===== config.mk =====
export PLATFORM = sky130hd
export DESIGN_NAME = bus_initiator_flat
export DESIGN_NICKNAME = d
export VERILOG_FILES = /design/src/rtl/bus_initiator_if.sv /design/src/rtl/bus_initiator.sv /design/src/flat_wrapper.sv
export SDC_FILE = /design/constraint.sdc
export NUM_CORES = 1
export LEC_CHECK = 0
export ABC_AREA = 1
export CORE_MARGIN = 2
export CORE_UTILIZATION = 41
export CTS_CLUSTER_DIAMETER = 60
export DETAILED_ROUTE_END_ITERATION = 16
export GPL_ROUTABILITY_DRIVEN = 0
export GPL_TIMING_DRIVEN = 0
export PLACE_DENSITY = 0.76
export SKIP_CTS_REPAIR_TIMING = 1
export SLEW_MARGIN = 5
export SYNTH_ARGS = -nofsm -noshare
export SYNTH_HDL_FRONTEND = slang
export SYNTH_SLANG_ARGS = --single-unit

===== constraint.sdc =====
create_clock -name CLK -period 1.3 [get_ports CLK]
set_input_delay 0.13 -clock CLK [delete_from_list [all_inputs] [get_ports CLK]]
set_output_delay 0.13 -clock CLK [all_outputs]
set_load 0.1 [all_outputs]

===== src/rtl/bus_initiator_if.sv =====
// Host-request, response and 8086-style bus signals of the bus initiator.
// The master modport is the initiator's view; slave is the host/responder view.
interface bus_initiator_if;
    logic        req_valid;
    logic        req_ready;
    logic        req_write;
    logic        req_io;
    logic [19:0] req_addr;
    logic [7:0]  req_wdata;
    logic        rsp_valid;
    logic [7:0]  rsp_rdata;
    logic        rsp_err;
    logic        ALE;
    logic        IOM;
    logic        RD;
    logic        WR;
    logic [19:0] Address;
    logic [7:0]  DOUT;
    logic        DOE;
    logic [7:0]  DIN;
    logic        READY;
    logic        busy;

    // Request handshake: a request transfers on a CLK edge where req_valid and
    // req_ready are both high; the host holds the request stable until then.
    modport master (
        input  req_valid, req_write, req_io, req_addr, req_wdata, DIN, READY,
        output req_ready, rsp_valid, rsp_rdata, rsp_err,
        output ALE, IOM, RD, WR, Address, DOUT, DOE, busy
    );

    modport slave (
        output req_valid, req_write, req_io, req_addr, req_wdata, DIN, READY,
        input  req_ready, rsp_valid, rsp_rdata, rsp_err,
        input  ALE, IOM, RD, WR, Address, DOUT, DOE, busy
    );
endinterface


===== src/rtl/bus_initiator.sv =====
// Bus initiator: turns single-beat host requests into 8086-style T1-T4 bus
// cycles with READY-driven wait states and a wait-state timeout.
module bus_initiator #(
    parameter int unsigned MAX_WAIT = 15
) (
    input  logic            CLK,
    input  logic            RESET,
    bus_initiator_if.master bus,
    output logic [2:0]      dbg_state
);
    typedef enum logic [2:0] {
        S_IDLE = 3'd0,
        S_T1   = 3'd1,
        S_T2   = 3'd2,
        S_T3   = 3'd3,
        S_TW   = 3'd4,
        S_T4   = 3'd5
    } state_t;

    localparam logic [7:0] WAIT_LIMIT = 8'(MAX_WAIT);

    state_t      state, state_d;
    logic [7:0]  wait_cnt, wait_cnt_d;
    logic        write_q, write_d;
    logic [7:0]  wdata_q, wdata_d;
    logic        ale_q, ale_d;
    logic        iom_q, iom_d;
    logic        rd_q, rd_d;
    logic        wr_q, wr_d;
    logic        doe_q, doe_d;
    logic [19:0] addr_q, addr_d;
    logic [7:0]  dout_q, dout_d;
    logic        rsp_valid_q, rsp_valid_d;
    logic        rsp_err_q, rsp_err_d;
    logic [7:0]  rsp_rdata_q, rsp_rdata_d;

    always_ff @(posedge CLK or negedge RESET) begin
        if (!RESET) begin
            state       <= S_IDLE;
            wait_cnt    <= 8'd0;
            write_q     <= 1'b0;
            wdata_q     <= 8'd0;
            ale_q       <= 1'b0;
            iom_q       <= 1'b0;
            rd_q        <= 1'b1;
            wr_q        <= 1'b1;
            doe_q       <= 1'b0;
            addr_q      <= 20'd0;
            dout_q      <= 8'd0;
            rsp_valid_q <= 1'b0;
            rsp_err_q   <= 1'b0;
            rsp_rdata_q <= 8'd0;
        end else begin
            state       <= state_d;
            wait_cnt    <= wait_cnt_d;
            write_q     <= write_d;
            wdata_q     <= wdata_d;
            ale_q       <= ale_d;
            iom_q       <= iom_d;
            rd_q        <= rd_d;
            wr_q        <= wr_d;
            doe_q       <= doe_d;
            addr_q      <= addr_d;
            dout_q      <= dout_d;
            rsp_valid_q <= rsp_valid_d;
            rsp_err_q   <= rsp_err_d;
            rsp_rdata_q <= rsp_rdata_d;
        end
    end

    // Outputs are computed for the state being entered, so every bus signal
    // comes straight from a flop.
    always_comb begin
        state_d     = state;
        wait_cnt_d  = wait_cnt;
        write_d     = write_q;
        wdata_d     = wdata_q;
        ale_d       = 1'b0;
        iom_d       = iom_q;
        addr_d      = addr_q;
        rd_d        = 1'b1;
        wr_d        = 1'b1;
        doe_d       = 1'b0;
        dout_d      = dout_q;
        rsp_valid_d = 1'b0;
        rsp_err_d   = 1'b0;
        rsp_rdata_d = rsp_rdata_q;

        unique case (state)
            S_IDLE: begin
                if (bus.req_valid) begin
                    state_d = S_T1;
                    write_d = bus.req_write;
                    wdata_d = bus.req_wdata;
                    iom_d   = bus.req_io;
                    addr_d  = bus.req_addr;
                    ale_d   = 1'b1;
                end
            end
            S_T1: begin
                state_d    = S_T2;
                wait_cnt_d = 8'd0;
                rd_d       = write_q;
                wr_d       = !write_q;
                doe_d      = write_q;
                if (write_q) dout_d = wdata_q;
            end
            S_T2: begin
                state_d = S_T3;
                rd_d    = rd_q;
                wr_d    = wr_q;
                doe_d   = doe_q;
            end
            S_T3, S_TW: begin
                // wait_cnt counts TW cycles already spent, so the abort comes
                // after MAX_WAIT+1 TW cycles and the counter never passes MAX_WAIT.
                if (bus.READY) begin
                    state_d     = S_T4;
                    rsp_valid_d = 1'b1;
                    rsp_rdata_d = write_q ? 8'd0 : bus.DIN;
                end else if (state == S_TW && wait_cnt == WAIT_LIMIT) begin
                    state_d     = S_T4;
                    rsp_valid_d = 1'b1;
                    rsp_err_d   = 1'b1;
                    rsp_rdata_d = 8'd0;
                end else begin
                    state_d = S_TW;
                    rd_d    = rd_q;
                    wr_d    = wr_q;
                    doe_d   = doe_q;
                    if (state == S_TW) wait_cnt_d = wait_cnt + 8'd1;
                end
            end
            S_T4: begin
                state_d = S_IDLE;
            end
            default: begin
                state_d = S_IDLE;
            end
        endcase
    end

    assign bus.req_ready = (state == S_IDLE);
    assign bus.busy      = (state != S_IDLE);
    assign bus.ALE       = ale_q;
    assign bus.IOM       = iom_q;
    assign bus.RD        = rd_q;
    assign bus.WR        = wr_q;
    assign bus.Address   = addr_q;
    assign bus.DOUT      = dout_q;
    assign bus.DOE       = doe_q;
    assign bus.rsp_valid = rsp_valid_q;
    assign bus.rsp_err   = rsp_err_q;
    assign bus.rsp_rdata = rsp_rdata_q;
    assign dbg_state     = state;
endmodule

===== src/flat_wrapper.sv =====
// flat-port wrapper written by rule: the top's interface ports become plain ports
module bus_initiator_flat 
#(
    parameter int unsigned MAX_WAIT = 15
)
  (CLK, RESET, dbg_state, bus_req_valid, bus_req_write, bus_req_io, bus_req_addr, bus_req_wdata, bus_DIN, bus_READY, bus_req_ready, bus_rsp_valid, bus_rsp_rdata, bus_rsp_err, bus_ALE, bus_IOM, bus_RD, bus_WR, bus_Address, bus_DOUT, bus_DOE, bus_busy);
  bus_initiator_if bus_i ();
  input  logic CLK;
  input  logic RESET;
  output logic [2:0] dbg_state;
  input wire logic [$bits(bus_i.req_valid)-1:0] bus_req_valid;
  input wire logic [$bits(bus_i.req_write)-1:0] bus_req_write;
  input wire logic [$bits(bus_i.req_io)-1:0] bus_req_io;
  input wire logic [$bits(bus_i.req_addr)-1:0] bus_req_addr;
  input wire logic [$bits(bus_i.req_wdata)-1:0] bus_req_wdata;
  input wire logic [$bits(bus_i.DIN)-1:0] bus_DIN;
  input wire logic [$bits(bus_i.READY)-1:0] bus_READY;
  output wire logic [$bits(bus_i.req_ready)-1:0] bus_req_ready;
  output wire logic [$bits(bus_i.rsp_valid)-1:0] bus_rsp_valid;
  output wire logic [$bits(bus_i.rsp_rdata)-1:0] bus_rsp_rdata;
  output wire logic [$bits(bus_i.rsp_err)-1:0] bus_rsp_err;
  output wire logic [$bits(bus_i.ALE)-1:0] bus_ALE;
  output wire logic [$bits(bus_i.IOM)-1:0] bus_IOM;
  output wire logic [$bits(bus_i.RD)-1:0] bus_RD;
  output wire logic [$bits(bus_i.WR)-1:0] bus_WR;
  output wire logic [$bits(bus_i.Address)-1:0] bus_Address;
  output wire logic [$bits(bus_i.DOUT)-1:0] bus_DOUT;
  output wire logic [$bits(bus_i.DOE)-1:0] bus_DOE;
  output wire logic [$bits(bus_i.busy)-1:0] bus_busy;
  assign bus_i.req_valid = bus_req_valid;
  assign bus_i.req_write = bus_req_write;
  assign bus_i.req_io = bus_req_io;
  assign bus_i.req_addr = bus_req_addr;
  assign bus_i.req_wdata = bus_req_wdata;
  assign bus_i.DIN = bus_DIN;
  assign bus_i.READY = bus_READY;
  assign bus_req_ready = bus_i.req_ready;
  assign bus_rsp_valid = bus_i.rsp_valid;
  assign bus_rsp_rdata = bus_i.rsp_rdata;
  assign bus_rsp_err = bus_i.rsp_err;
  assign bus_ALE = bus_i.ALE;
  assign bus_IOM = bus_i.IOM;
  assign bus_RD = bus_i.RD;
  assign bus_WR = bus_i.WR;
  assign bus_Address = bus_i.Address;
  assign bus_DOUT = bus_i.DOUT;
  assign bus_DOE = bus_i.DOE;
  assign bus_busy = bus_i.busy;
  bus_initiator #(.MAX_WAIT(MAX_WAIT)) u_core (.CLK(CLK), .RESET(RESET), .bus(bus_i), .dbg_state(dbg_state));
endmodule

==> results_dict.tcl <==
set metrics [dict create \
    r2r_start "u_core.dbg_state[1]" \
    period_share 1.23 \
    route.vias.total 2430 \
    io_pins 90 \
    synth_top_family_by_area "simple AND/OR/NAND/NOR gates" \
    ant_nets 0 \
    rows 29 \
    yosysSeqAreaShare 0.580 \
    grt_pass1_vias 2314 \
    final.hold.worst_slack_ns 0.328 \
    cp_num_buf_inv 3 \
    synth.avg_cell_area_um2 8.87 \
    die_height_um 85.5 \
    yosysTopAreaCell "dfrtp_1" \
    synth_top_area_share 0.561 \
    synth_compound_area_frac 0.0648 \
    crit_chain "inv_4 > nand2_4 > nor2_4 > clkinvlp_4 > buf_6" \
    final.min_clock_period_ns 1.60 \
    fin_setup_tns_ns -6.99 \
    start_kind "register" \
    grt_pass1_wl_um 10700 \
    required_ns 1.17 \
    synthCells 307 \
    yosysUniqueCellTypes 22 \
    synthTopCellsByArea "dfrtp_1, nand2_1, nand3_1" \
    path_class "register to primary output" \
    clk_pin_slew_ns 0.07 \
    grt_max_degree 64 \
    rr_endpoint "u_core.bus.IOM" \
    critPathTopFamily "flip-flops" \
    dieWidth_um 85.5 \
    setup_viol 53 \
    finalHoldViolCount 0 \
    cp.arrival_ns 1.47 \
    grt_usage 0.185 \
    drt-total-wl_um 6710 \
    slowest_delay_ns 0.52 \
    final_nets 467 \
    cts_sinks 63 \
    nFillCells 524 \
    cp-endpoint "bus_busy" \
    hpwl_um 4500 \
    hold_class "input pin to register" \
    worst_clock_skew_ns 0.00976 \
    rsz0062_at_grt "yes" \
    yosys-top-cells-count "nand2_1, dfrtp_1, nand3_1" \
    muxShareOfSynthArea 0 \
    numPortBuffers 89 \
    reg2reg_depth 9 \
    reg2reg_setup_slack_ns -0.24 \
    area_growth_pct 51.7 \
    netlist_area_um2 2720 \
    synth-seq-cells 63 \
    grt.overflow.total 0 \
    worst-path-max-fanout 5 \
    coreArea_um2 6390 \
    status "finished, violations left" \
    synth_nets 350 \
    synth-async-reset-ratio 1.00 \
    diodes 0 \
    drc_errors 0 \
    cts_made_buffers 9 \
    cp-startpoint "u_core.dbg_state[1]" \
    multi_input_area_um2 1110 \
    ys.flop_type "dfrtp_1" \
    dieArea_um2 7310 \
    initial_utilization 0.426 \
    yosysMostFrequentCell "nand2_1" \
    drtPass1Iterations 4 \
    yosysWarnings 0 \
    clockBufferDepth 2 \
    cap_violations 0 \
    endpoint_kind "primary output" \
    relSlewSlack 0.481 \
    violations "setup timing" \
    first_iter_violations 105 \
    fmax_mhz 625 \
    drv_slew 0 \
    synth_edf_count 0 \
    crit_cells 5 \
    cts_tree "yes" \
    synthSimpleGateAreaFrac 0.292 \
    antenna_found_initial 0 \
    clk-insertion-delay-late_ns 0.33 \
    synth-xor-area-share 0 \
    root_buffer "clkbuf_8" \
    synthAdderAreaFrac 0.00460 \
    drive_gt1_frac 0.326 \
    layout_setup_ws_ns -0.301 \
    routed_via_density 4.80 \
    h-tree-depth 3 \
    slowest_stage "dfrtp_4" \
    tightest_slew_ns 0.779 \
    wl_per_cell_um 13.3 \
    seqCellArea_um2 1590 \
]
-- metal layers --
layer	wire, um	global-route usage
met1	2820	0.241
met2	3410	0.299
met3	418	0.0587
met4	55	0.0563
met5	0	0
-- sequential cells by signal, indices dropped and copies added, names as in the netlist --
register and flops:
u_core.bus.RD 1, u_core.bus.rsp_err 1, u_core.bus.rsp_valid 1, u_core.bus.DOUT 8
u_core.bus.Address 20, u_core.bus.IOM 1, u_core.dbg_state 3, u_core.bus.ALE 1
u_core.wdata_q 8, u_core.bus.rsp_rdata 8, u_core.write_q 1, u_core.bus.DOE 1
u_core.wait_cnt 8, u_core.bus.WR 1
-- cells by family after synthesis --
kind of cell / after synthesis
adders and majority gates: 1
and+or+nand+nor: 182
AOI/OAI and AO/OA: 28
buffers and inverters: 33
DFF: 63
-- layout make-up --
class	count	share of cell area
Buffer	10	0.0291
Clock buffer	11	0.0367
Clock inverter	5	0.0194
Inverter	23	0.0236
Multi-Input combinational cell	211	0.268
Sequential cell	63	0.385
Tap cell	77	0.0233
Timing Repair Buffer	106	0.215
-- how the worst min path moves through the flow --
stage | start | endpoint | slack, ns | depth (start not counted)
2_1_floorplan | RESET | u_core.bus.ALE | -0.17 | 0
3_5_place_dp | RESET | u_core.bus.rsp_rdata[4] | 0.27 | 1
4_1_cts | RESET | u_core.bus.rsp_rdata[4] | -0.11 | 1
3_3_place_gp | u_core.bus.RD | u_core.bus.RD | 0.45 | 2
6_report | bus_req_addr[15] | u_core.bus.Address[15] | 0.33 | 3
5_1_grt | bus_req_addr[18] | u_core.bus.Address[18] | 0.31 | 3
-- through the flow --
step	util	instance area [um2]	std cells	worst slack (ns)
floorplan	-	2790	307	-1.20
global placement	0.591	3770	473	-2.38
detailed placement	0.590	3770	473	-0.817
CTS	0.627	4000	489	-1.19
global route	0.647	4130	506	-0.371
finish	0.647	4130	506	-0.301
-- layout by cell type, fill, tap and decap left out, types with 3 or more instances in the layout --
cell	instances
nand2_1	118
dfrtp_1	58
clkdlybuf4s50_1	40
buf_2	29
nand3_1	22
inv_1	18
buf_6	14
buf_4	13
nor2_1	11
clkbuf_8	11
o21ai_1	10
nand2_2	9
clkbuf_4	9
o21ai_0	8
o21ai_2	8
nand3_2	6
nand2_4	5
clkbuf_2	4
buf_12	4
clkinvlp_4	3
dfrtp_4	3
-- worst register-to-register path: stages, from the launching register on --
cell     delay (ns)
dfrtp_4        0.52
inv_4          0.10
nand2_4        0.06
nor2_4         0.14
nand2_2        0.12
inv_2          0.11
buf_6          0.15
buf_6          0.15
nand2_1        0.06
nand2_1        0.06
Power is not shown: default switching activity piles up to over one toggle a cycle in this logic, so the estimate is an artifact.
